`src/rtl/alu_arb_pkg.sv`:
```
// Shared types and ALU opcode constants for the ALU arbiter slice.
// Imported by the arbiter top and its round-robin picker.
package alu_arb_pkg;

    typedef enum logic [1:0] {
        IDLE = 2'd0,
        EXEC = 2'd1,
        RESP = 2'd2
    } arb_state_t;

    localparam logic [3:0] ALU_ADD = 4'b0000;
    localparam logic [3:0] ALU_SUB = 4'b0001;
    localparam logic [3:0] ALU_XOR = 4'b0100;
    localparam logic [3:0] ALU_SLL = 4'b0101;

    function automatic int idx_width(input int n);
        return (n > 1) ? $clog2(n) : 1;
    endfunction

    // True for the opcodes the arbiter's users are known to issue; codes are not filtered.
    function automatic logic is_base_op(input logic [3:0] ctrl);
        return (ctrl == ALU_ADD) || (ctrl == ALU_SUB) || (ctrl == ALU_XOR) || (ctrl == ALU_SLL);
    endfunction

endpackage

```
`src/rtl/alu_arbiter_if.sv`:
```
// Request/response channels between NREQ requesters and the ALU arbiter.
// master = requester side, slave = arbiter side.
interface alu_arb_if #(
    parameter int NREQ = 2,
    parameter int XLEN = 32
);
    logic [NREQ-1:0]           req_valid;
    logic [NREQ-1:0]           req_ready;
    logic [NREQ-1:0][XLEN-1:0] req_srca;
    logic [NREQ-1:0][XLEN-1:0] req_srcb;
    logic [NREQ-1:0][3:0]      req_ctrl;
    logic [NREQ-1:0]           rsp_valid;
    logic [NREQ-1:0]           rsp_ready;
    logic [XLEN-1:0]           rsp_result;
    logic                      rsp_zero;

    modport master (
        output req_valid, req_srca, req_srcb, req_ctrl, rsp_ready,
        input  req_ready, rsp_valid, rsp_result, rsp_zero
    );

    modport slave (
        input  req_valid, req_srca, req_srcb, req_ctrl, rsp_ready,
        output req_ready, rsp_valid, rsp_result, rsp_zero
    );
endinterface

```
`src/rtl/alu_arbiter_rr_pick.sv`:
```
// Combinational round-robin picker: lowest requester above last wins,
// otherwise wrap to the lowest requester overall.
module rr_pick #(
    parameter int NREQ = 2,
    parameter int IW   = 1
) (
    input  logic [NREQ-1:0] req,
    input  logic [IW-1:0]   last,
    output logic [NREQ-1:0] gnt,
    output logic [IW-1:0]   idx,
    output logic            any
);
    logic [NREQ-1:0] mask_hi;
    logic [NREQ-1:0] req_hi;
    logic [NREQ-1:0] src;
    logic [IW-1:0]   idx_acc [NREQ+1];

    genvar gi;
    generate
        for (gi = 0; gi < NREQ; gi++) begin : g_mask
            assign mask_hi[gi] = (IW'(gi) > last);
        end
    endgenerate

    assign req_hi = req & mask_hi;
    assign src    = (|req_hi) ? req_hi : req;
    // Isolate the lowest set bit of the chosen search vector.
    assign gnt    = src & (~src + NREQ'(1));
    assign any    = |req;

    assign idx_acc[0] = '0;
    generate
        for (gi = 0; gi < NREQ; gi++) begin : g_idx
            assign idx_acc[gi+1] = idx_acc[gi] | (gnt[gi] ? IW'(gi) : '0);
        end
    endgenerate
    assign idx = idx_acc[NREQ];

endmodule

```
`src/rtl/alu_arbiter.sv`:
```
// Round-robin arbiter sharing one combinational ALU between NREQ requesters.
// Define ALU_ARB_STATS_EN to add saturating per-requester grant counters (grant_cnt).
module alu_arbiter
    import alu_arb_pkg::*;
#(
    parameter int NREQ = 2,
    parameter int XLEN = 32
) (
    input  logic            clk,
    input  logic            reset,
    alu_arb_if.slave        bus,
    output logic [XLEN-1:0] SrcA,
    output logic [XLEN-1:0] SrcB,
    output logic [3:0]      ALUControl,
    input  logic [XLEN-1:0] ALUResult,
    input  logic            Zero
`ifdef ALU_ARB_STATS_EN
    ,
    output logic [NREQ-1:0][15:0] grant_cnt
`endif
);
    localparam int IW = idx_width(NREQ);

    arb_state_t state_reg, state_next;

    logic [NREQ-1:0] pick_gnt;
    logic [IW-1:0]   pick_idx;
    logic            pick_any;

    logic [IW-1:0]   last_grant_reg;
    logic [NREQ-1:0] grant_oh_reg;
    logic [XLEN-1:0] srca_reg, srcb_reg, result_reg;
    logic [3:0]      ctrl_reg;
    logic            zero_reg;
    logic            accept, consume;

    logic [XLEN-1:0] sel_a [NREQ+1];
    logic [XLEN-1:0] sel_b [NREQ+1];
    logic [3:0]      sel_c [NREQ+1];

    rr_pick #(
        .NREQ (NREQ),
        .IW   (IW)
    ) u_pick (
        .req  (bus.req_valid),
        .last (last_grant_reg),
        .gnt  (pick_gnt),
        .idx  (pick_idx),
        .any  (pick_any)
    );

    // One-hot AND-OR operand mux driven by the picker's grant.
    assign sel_a[0] = '0;
    assign sel_b[0] = '0;
    assign sel_c[0] = '0;
    genvar gi;
    generate
        for (gi = 0; gi < NREQ; gi++) begin : g_opmux
            assign sel_a[gi+1] = sel_a[gi] | (pick_gnt[gi] ? bus.req_srca[gi] : '0);
            assign sel_b[gi+1] = sel_b[gi] | (pick_gnt[gi] ? bus.req_srcb[gi] : '0);
            assign sel_c[gi+1] = sel_c[gi] | (pick_gnt[gi] ? bus.req_ctrl[gi] : '0);
        end
    endgenerate

    always_ff @(posedge clk or posedge reset) begin
        if (reset) begin
            state_reg <= IDLE;
        end else begin
            state_reg <= state_next;
        end
    end

    always_comb begin
        state_next = state_reg;
        case (state_reg)
            IDLE:    if (accept) state_next = EXEC;
            EXEC:    state_next = RESP;
            RESP:    if (consume) state_next = IDLE;
            default: state_next = IDLE;
        endcase
    end

    always_comb begin
        bus.req_ready = '0;
        bus.rsp_valid = '0;
        accept        = 1'b0;
        consume       = 1'b0;
        case (state_reg)
            IDLE: begin
                bus.req_ready = pick_gnt;
                accept        = pick_any;
            end
            RESP: begin
                bus.rsp_valid = grant_oh_reg;
                // Only the granted requester's rsp_ready can retire the response.
                consume       = |(bus.rsp_ready & grant_oh_reg);
            end
            default: ;
        endcase
    end

    always_ff @(posedge clk or posedge reset) begin
        if (reset) begin
            srca_reg       <= '0;
            srcb_reg       <= '0;
            ctrl_reg       <= ALU_ADD;
            grant_oh_reg   <= '0;
            last_grant_reg <= IW'(NREQ - 1);
            result_reg     <= '0;
            zero_reg       <= 1'b0;
        end else begin
            if (accept) begin
                srca_reg       <= sel_a[NREQ];
                srcb_reg       <= sel_b[NREQ];
                ctrl_reg       <= sel_c[NREQ];
                grant_oh_reg   <= pick_gnt;
                last_grant_reg <= pick_idx;
            end
            if (state_reg == EXEC) begin
                result_reg <= ALUResult;
                zero_reg   <= Zero;
            end
        end
    end

    assign SrcA           = srca_reg;
    assign SrcB           = srcb_reg;
    assign ALUControl     = ctrl_reg;
    assign bus.rsp_result = result_reg;
    assign bus.rsp_zero   = zero_reg;

`ifdef ALU_ARB_STATS_EN
    generate
        for (gi = 0; gi < NREQ; gi++) begin : g_stats
            logic [15:0] cnt_reg;
            always_ff @(posedge clk or posedge reset) begin
                if (reset) begin
                    cnt_reg <= '0;
                end else if (accept && pick_gnt[gi] && (cnt_reg != 16'hFFFF)) begin
                    cnt_reg <= cnt_reg + 16'd1;
                end
            end
            assign grant_cnt[gi] = cnt_reg;
        end
    endgenerate
`endif

endmodule

```
`src/flat_wrapper.sv`:
```
// flat-port wrapper written by rule: the top's interface ports become plain ports
module alu_arbiter_flat import alu_arb_pkg::*;
#(
    parameter int NREQ = 2,
    parameter int XLEN = 32
)
  (clk, reset, SrcA, SrcB, ALUControl, ALUResult, Zero, bus_req_valid, bus_req_srca, bus_req_srcb, bus_req_ctrl, bus_rsp_ready, bus_req_ready, bus_rsp_valid, bus_rsp_result, bus_rsp_zero);
  alu_arb_if #(.NREQ(NREQ), .XLEN(XLEN)) bus_i ();
  input  logic clk;
  input  logic reset;
  output logic [XLEN-1:0] SrcA;
  output logic [XLEN-1:0] SrcB;
  output logic [3:0] ALUControl;
  input  logic [XLEN-1:0] ALUResult;
  input  logic Zero;
  input wire logic [$bits(bus_i.req_valid)-1:0] bus_req_valid;
  input wire logic [$bits(bus_i.req_srca)-1:0] bus_req_srca;
  input wire logic [$bits(bus_i.req_srcb)-1:0] bus_req_srcb;
  input wire logic [$bits(bus_i.req_ctrl)-1:0] bus_req_ctrl;
  input wire logic [$bits(bus_i.rsp_ready)-1:0] bus_rsp_ready;
  output wire logic [$bits(bus_i.req_ready)-1:0] bus_req_ready;
  output wire logic [$bits(bus_i.rsp_valid)-1:0] bus_rsp_valid;
  output wire logic [$bits(bus_i.rsp_result)-1:0] bus_rsp_result;
  output wire logic [$bits(bus_i.rsp_zero)-1:0] bus_rsp_zero;
  assign bus_i.req_valid = bus_req_valid;
  assign bus_i.req_srca = bus_req_srca;
  assign bus_i.req_srcb = bus_req_srcb;
  assign bus_i.req_ctrl = bus_req_ctrl;
  assign bus_i.rsp_ready = bus_rsp_ready;
  assign bus_req_ready = bus_i.req_ready;
  assign bus_rsp_valid = bus_i.rsp_valid;
  assign bus_rsp_result = bus_i.rsp_result;
  assign bus_rsp_zero = bus_i.rsp_zero;
  alu_arbiter #(.NREQ(NREQ), .XLEN(XLEN)) u_core (.clk(clk), .reset(reset), .bus(bus_i), .SrcA(SrcA), .SrcB(SrcB), .ALUControl(ALUControl), .ALUResult(ALUResult), .Zero(Zero));
endmodule
```
`config.mk`:
```
export PLATFORM = sky130hd
export DESIGN_NAME = alu_arbiter_flat
export DESIGN_NICKNAME = d
export VERILOG_FILES = /design/src/rtl/alu_arb_pkg.sv /design/src/rtl/alu_arbiter_if.sv /design/src/rtl/alu_arbiter_rr_pick.sv /design/src/rtl/alu_arbiter.sv /design/src/flat_wrapper.sv
export SDC_FILE = /design/constraint.sdc
export NUM_CORES = 1
export LEC_CHECK = 0
export BUFFER_PORTS_ARGS = -buffer_cell sky130_fd_sc_hd__buf_4
export CAP_MARGIN = 10
export CORE_MARGIN = 2
export CORE_UTILIZATION = 39
export CTS_CLUSTER_DIAMETER = 30
export DETAILED_ROUTE_END_ITERATION = 7
export PLACE_DENSITY = 0.77
export SYNTH_ARGS = -nofsm -noshare
export SYNTH_HDL_FRONTEND = slang
export SYNTH_SLANG_ARGS = --single-unit
export TNS_END_PERCENT = 20
```
`constraint.sdc`:
```
create_clock -name clk -period 4.37 [get_ports clk]
set_clock_uncertainty 0.2 [all_clocks]
set_input_delay 1.311 -clock clk [delete_from_list [all_inputs] [get_ports clk]]
set_output_delay 1.311 -clock clk [all_outputs]
set_load 0.02 [all_outputs]
```
==> results_dict.tcl <==
set metrics [dict create \
    status "finished clean" \
    fin_crit_ns 3.467 \
    syn_area_mm2 0.004725 \
    fin_ws_ns 0.9026 \
    path_clk_slew_ns 0.07 \
    core_area_mm2 0.01191 \
    drtPass1Iterations 4 \
    die_area_mm2 0.01301 \
    synth_cell_types 26 \
    cp-start-kind "primary input" \
    placed_area_mm2 0.006852 \
    cts_buffers 9 \
    period_share 0.7935 \
    cp-end-kind "primary output" \
    cts.sinks 106 \
    nFillCells 1018 \
    crit_required_ns 2.86 \
    yosysWarnings 0 \
    hold_viol_final 0 \
    postCtsSetupBuffers 0 \
    antenna_found_initial 0 \
    n_antenna_cell 0 \
    power.density_mw_per_mm2 295.8 \
    cts_resized 0 \
    rows 40 \
    grt_overflow 0 \
    clk_latency_ns 0.35 \
    setup_viol 0 \
    ios 280 \
    final_common_cell "buf_4" \
    syn2layout_area_growth_pct 52.07 \
    synthCells 417 \
    multiInputGateArea_mm2 0.001826 \
    ir_drop_uv 266.6 \
    drc 0 \
    worstSetupPathType "primary input to primary output" \
    numPortBuffers 279 \
    wl_mm 15.18 \
    grt_first_pass_wirelength_mm 22.85 \
    hp-class "register to register" \
    p_leak_nw 3.526 \
    dp_cells 801 \
    grt_pass1_vias 4447 \
    synth_edf_count 0 \
    maxCapViolCount 0 \
    route.vias.total 4541 \
    post-place-ws_ns 0.7848 \
    floorplan.initialDensity 0.3966 \
    worstPathArrival_ns 1.96 \
    viasPerCell 5.551 \
    timing.hold.ws_ns 0.3088 \
    clock_path_buffers 2 \
    cts_tree "built" \
    wl_per_cell_um 18.56 \
    synthesis.nets 592 \
    async_flop_share 1.000 \
    htreeDepth 3 \
    ant_nets 0 \
    maxSlewViolCount 0 \
    tns_ns 0 \
    seqCellArea_mm2 0.002654 \
    mostFrequentLayoutCells "buf_4, a21oi_1, dfrtp_1, a32oi_1, mux2_2" \
    drtIter0Drc 280 \
    dp_hpwl_mm 10.62 \
    cts_hold_buf 0 \
    grt_setup_unrepaired "false" \
    gp_congestion 0.8341 \
    ys.flop_type "dfrtp_1" \
    fmax_mhz 288.4 \
    die_h_um 114.1 \
    nets 841 \
    ys_ff_latch 106 \
    seq_area_frac_synth 0.5617 \
    crit_fanout 4 \
    final_cells 818 \
    slew_headroom 0.5233 \
    grt_use_total 0.2250 \
    layout-drive-gt1-share 0.5276 \
    die_w_um 114.1 \
    postLayoutCellArea_mm2 0.007184 \
    worstMarginPinSlew_ns 0.7151 \
    clockRootBuffer "clkbuf_16" \
    syn_avg_cell_area_um2 11.33 \
    grt_max_degree 91 \
]
[per-stage QoR]
| stage | total power [mW] | util |
|---|---|---|
| after floorplan | 1.136 | - |
| after global placement | 1.298 | 0.5752 |
| after detailed placement | 1.308 | 0.5752 |
| after CTS | 2.140 | 0.6008 |
| after global routing | 2.203 | 0.6032 |
| final | 2.125 | 0.6032 |
[power breakdown]
group | switching, mW | internal, mW
logic | 0.133 | 0.154
registers | 0.00857 | 0.996
clock network | 0.371 | 0.464
total | 0.512 | 1.61
[worst max-delay path: stages]
cell	delay [ns]
buf_4	0.13
a21boi_4	0.17
and2_1	0.17
buf_4	0.17
[synthesized netlist by cell type (2+ instances only)]
| cell type | number | area (um2) |
|---|---|---|
| a21oi_2 | 10 | 87.58 |
| clkbuf_1 | 21 | 78.83 |
| buf_6 | 4 | 45.04 |
| buf_2 | 21 | 105.1 |
| a21o_1 | 2 | 15.01 |
| a21oi_1 | 121 | 605.6 |
| buf_1 | 4 | 15.01 |
| nand2_1 | 3 | 11.26 |
| a32oi_1 | 65 | 569.3 |
| inv_1 | 4 | 15.01 |
| o211ai_1 | 3 | 22.52 |
| nand2b_1 | 2 | 12.51 |
| mux2_2 | 33 | 371.6 |
| and2_1 | 3 | 18.77 |
| nand4_1 | 6 | 37.54 |
| dfrtp_1 | 105 | 2628 |
[cell families after synthesis]
logic type / share of synthesized area
mux: 0.07866
simple gates: 0.02516
buf+inv: 0.05561
compound gates: 0.2789
flops: 0.5617
[cell type report]
class | instances | area share
inverter | 5 | 0.002961
timing repair buffer | 288 | 0.3055
sequential | 106 | 0.3694
clock inverter | 5 | 0.008708
multi-input combinational | 256 | 0.2541
clock buffer | 11 | 0.03379
tap | 147 | 0.02560
[final timing paths]
path | cells past startpoint | from | slack (ns) | to
worst min register to register | 1 | u_core.grant_oh_reg[1] | 0.31 | u_core.grant_oh_reg[1]
min in group asynchronous | 2 | reset | 0.80 | u_core.bus.rsp_result[26]
worst min-delay path | 1 | u_core.grant_oh_reg[1] | 0.31 | u_core.grant_oh_reg[1]
worst max register to register | 6 | u_core.state_reg[0] | 1.58 | u_core.ALUControl[0]
worst max-delay path | 4 | bus_req_valid[1] | 0.90 | bus_req_ready[1]
max in group asynchronous | 3 | reset | 2.52 | u_core.SrcA[20]
[metal layers]
metal  part of all wire  vias up  GRT usage
li1                   -     2101          -
met1               0.38     2206     0.2667
met2               0.52      212     0.4032
met4              0.018        0    0.07967
met3              0.082       22    0.04870
met5                  0        -          0
(Power assumes the default switching activity.)
